[src/rtl/mem_bus_arbiter_if.sv]
// mem_bus_arbiter_if
//   Bundle of the two requester ports, the muxed memory bus toward the
//   address decoder, and the per-port read return paths.
//   Modports:
//     slave  - arbiter view: requests/addr/wr/wdata and bus_rdata in,
//              grants, read returns, muxed bus and busy out.
//     master - environment view (requesters plus decoder read mux).
//   Parameters: AW address width, DW data width.
interface mem_bus_arbiter_if #(
  parameter int AW = 32,
  parameter int DW = 32
);
  // requester side
  logic          req0;
  logic          req1;
  logic [AW-1:0] addr0;
  logic [AW-1:0] addr1;
  logic          wr0;
  logic          wr1;
  logic [DW-1:0] wdata0;
  logic [DW-1:0] wdata1;
  logic          gnt0;
  logic          gnt1;
  logic [DW-1:0] rdata0;
  logic [DW-1:0] rdata1;
  logic          rvalid0;
  logic          rvalid1;
  // decoder / memory side
  logic [AW-1:0] bus_addr;
  logic          bus_WR;
  logic [DW-1:0] bus_wdata;
  logic [DW-1:0] bus_rdata;
  logic          busy;

  modport slave (
    input  req0, req1, addr0, addr1, wr0, wr1, wdata0, wdata1, bus_rdata,
    output gnt0, gnt1, rdata0, rdata1, rvalid0, rvalid1,
    output bus_addr, bus_WR, bus_wdata, busy
  );

  modport master (
    output req0, req1, addr0, addr1, wr0, wr1, wdata0, wdata1, bus_rdata,
    input  gnt0, gnt1, rdata0, rdata1, rvalid0, rvalid1,
    input  bus_addr, bus_WR, bus_wdata, busy
  );
endinterface

[src/rtl/mem_bus_arbiter.sv]
// mem_bus_arbiter
//   Round-robin arbiter sharing one memory-mapped bus between the processor
//   (port 0) and the image-stream engine (port 1). Drives the muxed
//   address / WR / write-data bus and routes the one-cycle-late read data
//   back to whichever port issued the read.
//   Ports:
//     clk  - system clock
//     rst  - synchronous active-high reset
//     bus  - mem_bus_arbiter_if.slave (requests, grants, read returns,
//            muxed bus, busy)
//   Parameters: AW, DW widths; MAX_HOLD consecutive transfers allowed per
//   grant while the other port waits.
//   Optional feature: define ARB_HOLD_LIMIT_EN to preempt an owner after
//   MAX_HOLD transfers when the other port is requesting. Without it a
//   grant lasts until the owner releases and MAX_HOLD is unused.
module mem_bus_arbiter #(
  parameter int AW       = 32,
  parameter int DW       = 32,
  parameter int MAX_HOLD = 16
) (
  input  logic              clk,
  input  logic              rst,
  mem_bus_arbiter_if.slave  bus
);

  if (MAX_HOLD < 1) begin : g_bad_max_hold
    $error("mem_bus_arbiter: MAX_HOLD must be at least 1");
  end

  typedef enum logic [1:0] {IDLE, OWN0, OWN1} state_t;

  state_t        state_q, state_d;
  logic          last_q, last_d;     // port that most recently released
  logic          gnt0_q, gnt0_d;
  logic          gnt1_q, gnt1_d;
  logic          busy_q, busy_d;
  logic [1:0]    rd_pend_q, rd_pend_d; // read issued last cycle, per port
  logic          xfer0, xfer1;
  logic          hold_hit;
  logic [AW-1:0] addr_mux;
  logic [DW-1:0] wdata_mux;
  logic          wr_mux;

  assign xfer0 = gnt0_q && bus.req0;
  assign xfer1 = gnt1_q && bus.req1;

`ifdef ARB_HOLD_LIMIT_EN
  localparam int HW = $clog2(MAX_HOLD + 1);
  logic [HW-1:0] hold_q, hold_d, hold_inc;

  // hold_inc counts transfers of the current grant including this cycle's
  // beat, so the owner is cut off right after its MAX_HOLD-th transfer.
  always_comb begin
    hold_inc = (hold_q == HW'(MAX_HOLD)) ? hold_q : hold_q + 1'b1;
    hold_hit = (hold_inc == HW'(MAX_HOLD));
  end
`else
  assign hold_hit = 1'b0;
`endif

  always_comb begin
    state_d = state_q;
    last_d  = last_q;
    case (state_q)
      IDLE: begin
        if (bus.req0 && bus.req1) state_d = last_q ? OWN0 : OWN1;
        else if (bus.req0)        state_d = OWN0;
        else if (bus.req1)        state_d = OWN1;
      end
      OWN0: begin
        if (!bus.req0 || (hold_hit && bus.req1)) begin
          last_d  = 1'b0;
          state_d = bus.req1 ? OWN1 : IDLE;
        end
      end
      OWN1: begin
        if (!bus.req1 || (hold_hit && bus.req0)) begin
          last_d  = 1'b1;
          state_d = bus.req0 ? OWN0 : IDLE;
        end
      end
      default: state_d = IDLE;
    endcase

    gnt0_d    = (state_d == OWN0);
    gnt1_d    = (state_d == OWN1);
    busy_d    = (state_d != IDLE);
    rd_pend_d = {xfer1 && !bus.wr1, xfer0 && !bus.wr0};

`ifdef ARB_HOLD_LIMIT_EN
    if (state_d != state_q)  hold_d = '0;
    else if (state_q != IDLE) hold_d = hold_inc;
    else                     hold_d = hold_q;
`endif
  end

  always_ff @(posedge clk) begin
    if (rst) begin
      state_q   <= IDLE;
      last_q    <= 1'b1;
      gnt0_q    <= 1'b0;
      gnt1_q    <= 1'b0;
      busy_q    <= 1'b0;
      rd_pend_q <= 2'b00;
`ifdef ARB_HOLD_LIMIT_EN
      hold_q    <= '0;
`endif
    end else begin
      state_q   <= state_d;
      last_q    <= last_d;
      gnt0_q    <= gnt0_d;
      gnt1_q    <= gnt1_d;
      busy_q    <= busy_d;
      rd_pend_q <= rd_pend_d;
`ifdef ARB_HOLD_LIMIT_EN
      hold_q    <= hold_d;
`endif
    end
  end

  // Bus mux follows the owner; WR is gated by the live request so a
  // dropped request never writes.
  always_comb begin
    addr_mux  = '0;
    wdata_mux = '0;
    wr_mux    = 1'b0;
    case (state_q)
      OWN0: begin
        addr_mux  = bus.addr0;
        wdata_mux = bus.wdata0;
        wr_mux    = bus.wr0 && bus.req0;
      end
      OWN1: begin
        addr_mux  = bus.addr1;
        wdata_mux = bus.wdata1;
        wr_mux    = bus.wr1 && bus.req1;
      end
      default: ;
    endcase
  end

  assign bus.bus_addr  = addr_mux;
  assign bus.bus_wdata = wdata_mux;
  assign bus.bus_WR    = wr_mux;
  assign bus.gnt0      = gnt0_q;
  assign bus.gnt1      = gnt1_q;
  assign bus.busy      = busy_q;

  // Read data is steered by the recorded issuer, not the current owner.
  assign bus.rvalid0 = rd_pend_q[0];
  assign bus.rvalid1 = rd_pend_q[1];
  assign bus.rdata0  = rd_pend_q[0] ? bus.bus_rdata : '0;
  assign bus.rdata1  = rd_pend_q[1] ? bus.bus_rdata : '0;

endmodule
[src/flat_wrapper.sv]
// flat-port wrapper written by rule: the top's interface ports become plain ports
module mem_bus_arbiter_flat 
#(
  parameter int AW       = 32,
  parameter int DW       = 32,
  parameter int MAX_HOLD = 16
)
  (clk, rst, bus_req0, bus_req1, bus_addr0, bus_addr1, bus_wr0, bus_wr1, bus_wdata0, bus_wdata1, bus_bus_rdata, bus_gnt0, bus_gnt1, bus_rdata0, bus_rdata1, bus_rvalid0, bus_rvalid1, bus_bus_addr, bus_bus_WR, bus_bus_wdata, bus_busy);
  mem_bus_arbiter_if #(.AW(AW), .DW(DW)) bus_i ();
  input  logic clk;
  input  logic rst;
  input wire logic [$bits(bus_i.req0)-1:0] bus_req0;
  input wire logic [$bits(bus_i.req1)-1:0] bus_req1;
  input wire logic [$bits(bus_i.addr0)-1:0] bus_addr0;
  input wire logic [$bits(bus_i.addr1)-1:0] bus_addr1;
  input wire logic [$bits(bus_i.wr0)-1:0] bus_wr0;
  input wire logic [$bits(bus_i.wr1)-1:0] bus_wr1;
  input wire logic [$bits(bus_i.wdata0)-1:0] bus_wdata0;
  input wire logic [$bits(bus_i.wdata1)-1:0] bus_wdata1;
  input wire logic [$bits(bus_i.bus_rdata)-1:0] bus_bus_rdata;
  output wire logic [$bits(bus_i.gnt0)-1:0] bus_gnt0;
  output wire logic [$bits(bus_i.gnt1)-1:0] bus_gnt1;
  output wire logic [$bits(bus_i.rdata0)-1:0] bus_rdata0;
  output wire logic [$bits(bus_i.rdata1)-1:0] bus_rdata1;
  output wire logic [$bits(bus_i.rvalid0)-1:0] bus_rvalid0;
  output wire logic [$bits(bus_i.rvalid1)-1:0] bus_rvalid1;
  output wire logic [$bits(bus_i.bus_addr)-1:0] bus_bus_addr;
  output wire logic [$bits(bus_i.bus_WR)-1:0] bus_bus_WR;
  output wire logic [$bits(bus_i.bus_wdata)-1:0] bus_bus_wdata;
  output wire logic [$bits(bus_i.busy)-1:0] bus_busy;
  assign bus_i.req0 = bus_req0;
  assign bus_i.req1 = bus_req1;
  assign bus_i.addr0 = bus_addr0;
  assign bus_i.addr1 = bus_addr1;
  assign bus_i.wr0 = bus_wr0;
  assign bus_i.wr1 = bus_wr1;
  assign bus_i.wdata0 = bus_wdata0;
  assign bus_i.wdata1 = bus_wdata1;
  assign bus_i.bus_rdata = bus_bus_rdata;
  assign bus_gnt0 = bus_i.gnt0;
  assign bus_gnt1 = bus_i.gnt1;
  assign bus_rdata0 = bus_i.rdata0;
  assign bus_rdata1 = bus_i.rdata1;
  assign bus_rvalid0 = bus_i.rvalid0;
  assign bus_rvalid1 = bus_i.rvalid1;
  assign bus_bus_addr = bus_i.bus_addr;
  assign bus_bus_WR = bus_i.bus_WR;
  assign bus_bus_wdata = bus_i.bus_wdata;
  assign bus_busy = bus_i.busy;
  mem_bus_arbiter #(.AW(AW), .DW(DW), .MAX_HOLD(MAX_HOLD)) u_core (.clk(clk), .rst(rst), .bus(bus_i));
endmodule
[config.mk]
export PLATFORM = sky130hd
export DESIGN_NAME = mem_bus_arbiter_flat
export DESIGN_NICKNAME = d
export VERILOG_FILES = /design/src/rtl/mem_bus_arbiter_if.sv /design/src/rtl/mem_bus_arbiter.sv /design/src/flat_wrapper.sv
export SDC_FILE = /design/constraint.sdc
export NUM_CORES = 1
export LEC_CHECK = 0
export ABC_AREA = 1
export CORE_AREA = 2 2 115 117
export DETAILED_ROUTE_END_ITERATION = 8
export DIE_AREA = 0 0 117 119
export PLACE_DENSITY = 0.69
export SLEW_MARGIN = 20
export SYNTH_ARGS = -nofsm -noshare
export SYNTH_HDL_FRONTEND = slang
export SYNTH_SLANG_ARGS = --single-unit
export TNS_END_PERCENT = 50
[constraint.sdc]
create_clock -name clk -period 1.75 [get_ports clk]
set_input_delay 0.175 -clock clk [delete_from_list [all_inputs] [get_ports clk]]
set_output_delay 0.175 -clock clk [all_outputs]
set_load 0.005 [all_outputs]
# Word-level counts from Yosys, hierarchy flattened

Index checks and enable logic that the tools add are counted.

Flip-flop bits (word level): 8
Bits in latches: 0
Bits in writable memories: 0
Memory bits (read-only): 0
Bits of input ports: 166
Output and inout bits: 134
Logic and storage cells: 42
Memories kept: 0

Add/subtract/negate cells: 0
Multipliers: 0
Div/mod/pow operators: 0
$lt $le $gt $ge: 0
Eq/ne operators: 6
Shifts and indexed selects: 0
Muxes and demuxes: 17
Bitwise gates (word level): 0
Reduce and logical (&&, ||, !) cells: 13

Operators by type and width:

| cell                                                            | number |
|---|---|
| 32-bit one-hot mux with 2 select lines                          | 2 |
| 32-bit two-way mux                                              | 2 |
| 2-bit two-way mux                                               | 7 |
| 1-bit logical AND                                               | 7 |
| 2-bit one-hot mux with 3 select lines                           | 1 |
| 2-bit by 1-bit == test with 1-bit output, second input constant | 2 |
| 2-bit == test, second input constant                            | 2 |
| 2-bit != test, second input constant                            | 2 |
| 1-bit one-hot mux with 2 select lines                           | 2 |
| 2-bit nonzero test                                              | 2 |
| 1-bit two-way mux                                               | 3 |
| 3-bit AND reduction                                             | 1 |
| 1-bit logical NOT                                               | 2 |
| 2-bit logical NOT                                               | 1 |

# Longest topological paths before layout

Gate-level depths: netlist of the first run.

Depth in word-level cells: 5
Mapped depth: 8

# Worst setup path after synthesis of the first run

No wires, ideal clock.

Path kind: register -> output
From: register u_core.state_q[0]
To: output port bus_bus_addr[11]
Arrival time: 1.312 ns
Data required time: 1.575 ns
Slack: 0.263 ns
Cell stages (with the launch flop): 7
Path through: dfxtp_1 > inv_1 > ha_1 > inv_1 > buf_2 > clkbuf_1 > a21oi_1

Cells in the longest elaborated chain, start to end: 2
Elaborated cells on any way between the ends: 3

RTL lines:

| element                                                                   | line                   | source |
|---|---|---|
| start, declared                                                           | mem_bus_arbiter.sv:32  | `state_t state_q, state_d;` |
| start signal, assigned                                                    | mem_bus_arbiter.sv:109 | `state_q <= state_d;` |
| 2-bit == test or 2-bit by 1-bit == test with 1-bit output (tied branches) | mem_bus_arbiter.sv:127 | `case (state_q)` |
| 32-bit one-hot mux with 2 select lines (*)                                | mem_bus_arbiter.sv:127 |  |
| end, declared                                                             | flat_wrapper.sv:27     | `output wire logic [$bits(bus_i.bus_addr)-1:0] bus_bus_addr;` |

Mark *: on every way between the ends. The rest lies on a longest branch, timed or not.

# Worst setup path in the final report of the first run

From: register u_core.state_q[0]
To: output port bus_bus_addr[4]

Same word-level chain as after synthesis.

==> results of run 1 <==
layer usage:
metal / track usage (%) / vias up
met1: 17.05 / 1485
met5: 0 / -
li1: - / 1788
met3: 2.494 / 10
met4: 3.015 / 0
met2: 25.90 / 160
worst paths after layout:
kind | from | endpoint | slack [ps] | cells after the start
max | u_core.state_q[0]$_SDFF_PP0_ | bus_bus_addr[4] | 30 | 6
min | u_core.bus.gnt0$_SDFF_PP0_ | u_core.rd_pend_q[0]$_SDFF_PP0_ | 440 | 2
max reg2reg | u_core.state_q[1]$_SDFF_PP0_ | u_core.bus.busy$_SDFF_PP0_ | 310 | 10
min reg2reg | u_core.bus.gnt0$_SDFF_PP0_ | u_core.rd_pend_q[0]$_SDFF_PP0_ | 440 | 2
critical path, stage by stage, from the launching register on:
cell and delay (ps):
dfxtp_4 370, inv_4 60, ha_4 260, inv_4 70, clkbuf_16 180, a21oi_1 140
clkdlybuf4s15_1 230
flip-flops by register name, indices dropped and copies added (netlist names):
register	count
u_core.bus.busy	1
u_core.bus.gnt0	1
u_core.bus.gnt1	1
u_core.last_q	1
u_core.rd_pend_q	2
u_core.state_q	2
cell type report:
cell class / instances / share of cell area [%]
Clock buffer: 3 / 1.432
Tap cell: 176 / 4.201
Inverter: 71 / 5.228
Timing Repair Buffer: 322 / 60.47
Sequential cell: 8 / 3.199
Multi-Input combinational cell: 296 / 25.47
logic make-up (layout without fill, tap and decap cells):
logic type / count (synthesis) / count (layout)
buf+inv: 98 / 396
fa+ha+maj: 5 / 5
compound gates: 65 / 65
simple gates: 226 / 226
flops: 8 / 8
cells in the final DEF (no fill, tap or decap), types with 2 or more instances in the layout:
cell type	instances
clkdlybuf4s50_1	234
nand2_1	209
inv_1	67
a21oi_1	58
clkbuf_2	30
clkdlybuf4s15_1	18
dlygate4sd2_1	16
buf_4	10
nand3_1	8
a21oi_2	6
clkbuf_16	6
buf_12	6
dfxtp_1	6
inv_4	3
nor2_1	3
ha_4	3
nand2_2	2
nor3_1	2
ha_1	2
buf_16	2
dfxtp_4	2
per-stage QoR:
stage	cell area [um^2]	util, %	std cells
6_report	5241	40.71	876
5_1_grt	5241	40.71	876
4_1_cts	5261	40.86	873
3_5_place_dp	5101	39.62	868
3_3_place_gp	5101	39.62	868
2_1_floorplan	1819	-	402
power by group:
part | internal (uW) | leakage [uW] | total [uW] | switching [uW]
clock | 295 | 0.0000370 | 385 | 90.6
combinational | 749 | 0.00241 | 1300 | 551
sequential | 202 | 0.0000669 | 217 | 14.7
total | 1250 | 0.00251 | 1900 | 657
repair_timing:
item	4_1_cts	5_1_grt
hold buffers	0	0
cloned	2	3
hold endpoints to repair	0	0
pin swaps	1	0
setup endpoints to repair	65	65
resized for setup	124	52
==> key figures, run 1 <==
Synth
  – Most common cell in the synthesized netlist: nand2_1
  – EDFF count, synth: 0
  – Net count after synthesis: between 500 and 600
  – Gate Count Post-Synth: 402
  – Post-synthesis xor/xnor area fraction: 0%
  – Synth top cells by count: nand2_1, inv_1, a21oi_1, clkbuf_1
  – Post-synth top area share: a little over two fifths
  – YS warnings: 0
  – Flops & latches, synth: 8
  – Synth Area in Simple Gates: 47.87%
  – Synth unique cells: 14
  – Post-Synth Adder-Cell Area: 3.439%
  – Post-synthesis sequential area ratio: 8.803%
  – Compound-gate portion of the synthesized area: 17.88%
  – Post-synth top area cell: nand2_1
  – Synth async-reset ratio: 0%
  – Synth top area cells: nand2_1, a21oi_1, inv_1
  – Largest family of logic cells by synthesized area: simple AND/OR/NAND/NOR gates
  – Post-synth top flop: dfxtp_1
  – Mux cell area share after synthesis: 0%
  – Mapped cell area: 1819 um^2
  – Syn_area_per_cell: 4.525 um^2

Clock network
  – Clock buffer depth: 2
  – Postcts setup bufs: 0
  – Clk sink count: 8
  – CTS H-tree depth: 1
  – Worst-Skew Late Latency: ~230 ps
  – Worst-path clk slew: 40 ps
  – TritonCTS clock tree: built
  – Total CTS buffers: 3
  – Root Buffer: clkbuf_16

Placed design
  – DP Wirelength: 8.619 mm
  – # port buffers: 299
  – GP Congestion: between 0.7 and 0.8
  – Pre-CTS WS: -200.8 ps

Setup path
  – CP Data Arrival Time: 1540 ps
  – Worst setup EP type: output pin
  – Required @ worst endpoint: 1570 ps
  – Critical path type: flip-flop to output pin
  – CP max FO: 15
  – Startpoint Class: flip-flop

Route
  – Vias: 3443
  – Met1 WL: 4.377 mm
  – Initial DRC count: 143
  – Max Used Layer: met4
  – Post-Route WL: 11.07 mm
  – DRC: 0
  – Met3 WL: 899 um
  – Per-cell routed wire length: 12.64 um
  – Wire length on met2: 5.662 mm
  – TritonRoute pass-1 iters: 5
  – Vias/cell: 3.930
  – Final ANT Viol Nets: 0

Timing
  – RSZ-0062 raised after global routing: yes
  – Tcrit/Tclk final: 98.24%
  – Hold slack: ~440 ps
  – Final Hold Fails: 0
  – TNS Setup: 0 ps
  – Rel. slew slack: 85.92%
  – Clock Skews: 3.204 ps
  – Minimum clock period after layout: between 1500 and 2000 ps
  – F_max: 0.5816 GHz
  – Final WS setup: 30.71 ps
  – Max-slew violation count: 0
  – Setup Viol. Count Final: 0
  – Worst Tran Pin Value: approximately 210 ps

Final layout
  – Share of cells above drive strength 1: 10.86%
  – Diode count: 0
  – Area growth from synthesis to layout: 188.1%
  – Area of the multi-input gates: roughly 1300 um^2
  – # fillers: around 1400
  – Register area: roughly 170 um^2
  – Final nets: 873

Run
  – Max-Cap Viols: 0

Global route
  – Largest net degree at the start of global routing: 35
  – First-pass GRT wire length: around 16 mm
  – Gr usage total: 14.18%
  – Initial antenna violation count: 0
  – Vias in the first global route: around 3100
  – Grt total ovfl: 0

Worst hold path
  – Min-delay worst type: flip-flop to flip-flop

Die
  – IO Count: 300
  – Chip Width: 117 um
  – Core ar.: approximately 13000 um^2
  – Cell Rows: 42
  – DIE HEIGHT: 119 um
  – Die area: 13920 um^2
  – Starting density of the core: 14.13%

Power
  – Final Total Pwr: 1903 uW
  – Power per Cell Area: 363.1 nW/um^2
  – Static leakage power: 0.002509 uW
  – Worst vdd ir: between 0.15 and 0.2 mV

Status
  – Status: completed
Note: power is estimated with default switching activity, not from simulation.
==> run 2: changes to the inputs <==
Settings changed: ABC_CLOCK_PERIOD_IN_PS from default to 1750, SKIP_CTS_REPAIR_TIMING from default to 1.
==> run 2 against run 1 <==
Compared with the run above: flip-flop and latch count stayed put; via count decreased by 0.26%; clock skew barely moved; core utilization increased by 1.7 points; sequential share of layout area shrank 0.13 points; largest cell class unchanged; die area unchanged; sequential power hardly changed; maximum frequency increased by 3.2%.
==> key figures, run 2 (same netlist as run 1, synthesis figures left out) <==
Power
  – Register share of total power: 11.8% (+0.4 points)
  – Power per Cell Area: 331.8 nW/um^2 (-8.6%)
  – Comb pwr share: 67.0% (-1.3 points)
  – Net Sw Frac: 33.71% (-0.79 points)
  – Pint: 1200 uW (-3.7%)
  – Static leakage power: 0.003509 uW (+40%)
  – Final Total Pwr: 1811 uW (-4.8%)
  – Worst vdd ir: 0.1680 mV (-0.12%)
  – Sw Pwr: 610.4 uW (-7.0%)
  – Clock share of power: 21.2% (+1.0 points)

Timing
  – Max-slew violation count: 0 (unchanged)
  – Rel. slew slack: 85.92% (about the same)
  – Worst Tran Pin Value: 211.1 ps (+0.0005960 ps)
  – F_max: 0.6002 GHz (+3.2%)
  – Clock Skews: 3.334 ps (+0.1298 ps)
  – Tcrit/Tclk final: 95.20% (-3.0 points)
  – TNS Setup: 0 ps (unchanged)
  – Setup Viol. Count Final: 0 (unchanged)
  – Minimum clock period after layout: 1666 ps (-53.31 ps)
  – Final Hold Fails: 0 (unchanged)
  – RSZ-0062 raised after global routing: yes

Placed design
  – GP Congestion: 0.7595 (unchanged)
  – DP Wirelength: 8.619 mm (unchanged)
  – # port buffers: 299 (unchanged)

Route
  – DRC: 0 (unchanged)
  – TritonRoute pass-1 iters: 5 (unchanged)
  – Wire length on met2: 5.589 mm (-1.3%)
  – Post-Route WL: 10.85 mm (-2.0%)
  – Vias/cell: 3.934 (about the same)
  – Per-cell routed wire length: 12.43 um (-1.6%)
  – Initial DRC count: 137 (-4.2%)
  – Final ANT Viol Nets: 0 (unchanged)
  – Met1 WL: 4.295 mm (-1.9%)
  – Vias: 3434 (-0.26%)
  – Met3 WL: 857 um (-4.7%)
  – Max Used Layer: met4

Clock network
  – CTS H-tree depth: 1 (unchanged)
  – Clock buffer depth: 2 (unchanged)
  – Worst-path clk slew: 40 ps (about the same)
  – TritonCTS clock tree: built
  – Root Buffer: clkbuf_16
  – Worst-Skew Late Latency: 230 ps (about the same)
  – Clk sink count: 8 (unchanged)
  – Total CTS buffers: 3 (unchanged)

Final layout
  – Most frequent cells in the layout: clkdlybuf4s50_1, nand2_1, inv_1, dlymetal6s2s_1, a21oi_1
  – Diode count: 0 (unchanged)
  – Largest regs: u_core.rd_pend_q (2), u_core.state_q (2)
  – Commonest non-fill, non-tap cell in the layout: clkdlybuf4s50_1
  – Area growth from synthesis to layout: 200.0%
  – Share of cells above drive strength 1: 5.308% (-5.5 points)
  – Finished Core Util: 42.39% (+1.7 points)
  – Final nets: 870 (-0.34%)

Setup path
  – CP max FO: 31 (+16)
  – CP peak stage delay: 360 ps (about the same)
  – Buf/Inv on CP: 4 (unchanged)
  – RR Startpoint: u_core.state_q[1]$_SDFF_PP0_
  – Required @ worst endpoint: 1570 ps (about the same)
  – Worst r2r path cells: 10 (unchanged)
  – Most frequent CP cell: inv_2
  – Startpoint Class: flip-flop
  – Worst setup EP type: output pin
  – Critical R2R Capture: u_core.bus.busy$_SDFF_PP0_
  – Slack of the worst reg-to-reg path: 320 ps (about the same)
  – CP Data Arrival Time: 1490 ps (-50 ps)
  – Levels on crit path: 6 (unchanged)
  – Crit path cell chain: inv_2 > ha_1 > inv_2 > buf_12 > a21oi_1 > dlymetal6s2s_1
  – Slowest cell on the critical path: dfxtp_4
  – Critical path type: flip-flop to output pin
  – Cell family contributing the most delay on the critical path: buffers and inverters

Global route
  – Gr usage total: 13.65% (-0.52 points)
  – Vias in the first global route: 3097 (-1.4%)
  – Grt total ovfl: 0 (unchanged)
  – Largest net degree at the start of global routing: 50 (+43%)
  – Initial antenna violation count: 0 (unchanged)
  – First-pass GRT wire length: 15.40 mm (-3.0%)

Worst hold path
  – Hold path start: u_core.bus.gnt0$_SDFF_PP0_
  – WHS Endpoint: u_core.rd_pend_q[0]$_SDFF_PP0_
  – Min-Delay Path Depth: 2 (unchanged)
  – Min-delay worst type: flip-flop to flip-flop

Die
  – Die area: 13920 um^2 (unchanged)
  – Core ar.: 12870 um^2 (unchanged)
  – DIE HEIGHT: 119 um (unchanged)
  – Chip Width: 117 um (unchanged)
  – IO Count: 300 (unchanged)
  – Starting density of the core: 14.13% (unchanged)
  – Cell Rows: 42 (unchanged)

Status
  – Status: completed

Run
  – Max-Cap Viols: 0 (unchanged)
## run 2: changes by cell type in the layout (fill, tap and decap cells not counted), sizes merged
| cell | before | now |
|---|---|---|
| buf | 21 | 18 |
| dlygate4sd2 | 16 | 0 |
| dlymetal6s2s | 0 | 65 |
| clkdlybuf4s15 | 18 | 0 |
| clkbuf | 36 | 5 |
## run 2: how the worst max path moves through the flow
stage / startpoint / endpoint / slack [ps]
6_report: u_core.state_q[0]$_SDFF_PP0_ / bus_bus_addr[6] / 80
5_1_grt: u_core.state_q[0]$_SDFF_PP0_ / bus_bus_WR / -5
4_1_cts: u_core.state_q[1]$_SDFF_PP0_ / bus_bus_wdata[23] / -470
3_5_place_dp: u_core.state_q[1]$_SDFF_PP0_ / bus_bus_wdata[23] / -200
3_3_place_gp: u_core.state_q[1]$_SDFF_PP0_ / bus_bus_wdata[23] / -180
2_1_floorplan: u_core.state_q[0]$_SDFF_PP0_ / bus_bus_addr[11] / 260
## run 2: through the flow
| step | cells | instance area (um^2) | setup WS (ps) | hold slack [ps] |
|---|---|---|---|---|
| after floorplan | 402 | 1819 | 263.4 | 250.9 |
| after global placement | 868 | 5101 | -183.1 | 435.8 |
| after detailed placement | 868 | 5101 | -200.8 | 439.9 |
| after CTS | 871 | 5176 | -465.2 | 448.0 |
| after global routing | 873 | 5458 | -4.910 | 460.9 |
| final | 873 | 5458 | 84.02 | 441.8 |
## run 2: per-layer routing
layer,vias up,global-route usage (%)
met5,-,0
met4,0,3.088
met3,10,2.290
met2,154,24.96
met1,1486,16.40
li1,1784,-
## run 2: layout make-up
type | instances | area (um^2)
Multi-Input combinational cell | 296 | 1310
Inverter | 71 | 266.5
Timing Repair Buffer | 319 | 3418
Fill cell | 1322 | 7417
Clock buffer | 3 | 75.07
Sequential cell | 8 | 167.7
Tap cell | 176 | 220.2
## run 2: power groups by stage
stage | Clock (uW) | Combinational, uW | Sequential (uW)
after floorplan | 0 | 395 | 216
after global placement | 0 | 1180 | 213
after detailed placement | 0 | 1170 | 214
after CTS | 394 | 1180 | 211
after global routing | 404 | 1310 | 217
final | 384 | 1210 | 215
## run 2: worst register-to-register path: stages (launching register included)
cell and delay (ps):
dfxtp_4 360, inv_2 60, buf_4 130, ha_1 200, buf_4 140, nand2_1 70
nand2_1 50, nand2_1 70, nand3_2 80, nand2_1 100, nand2_1 60
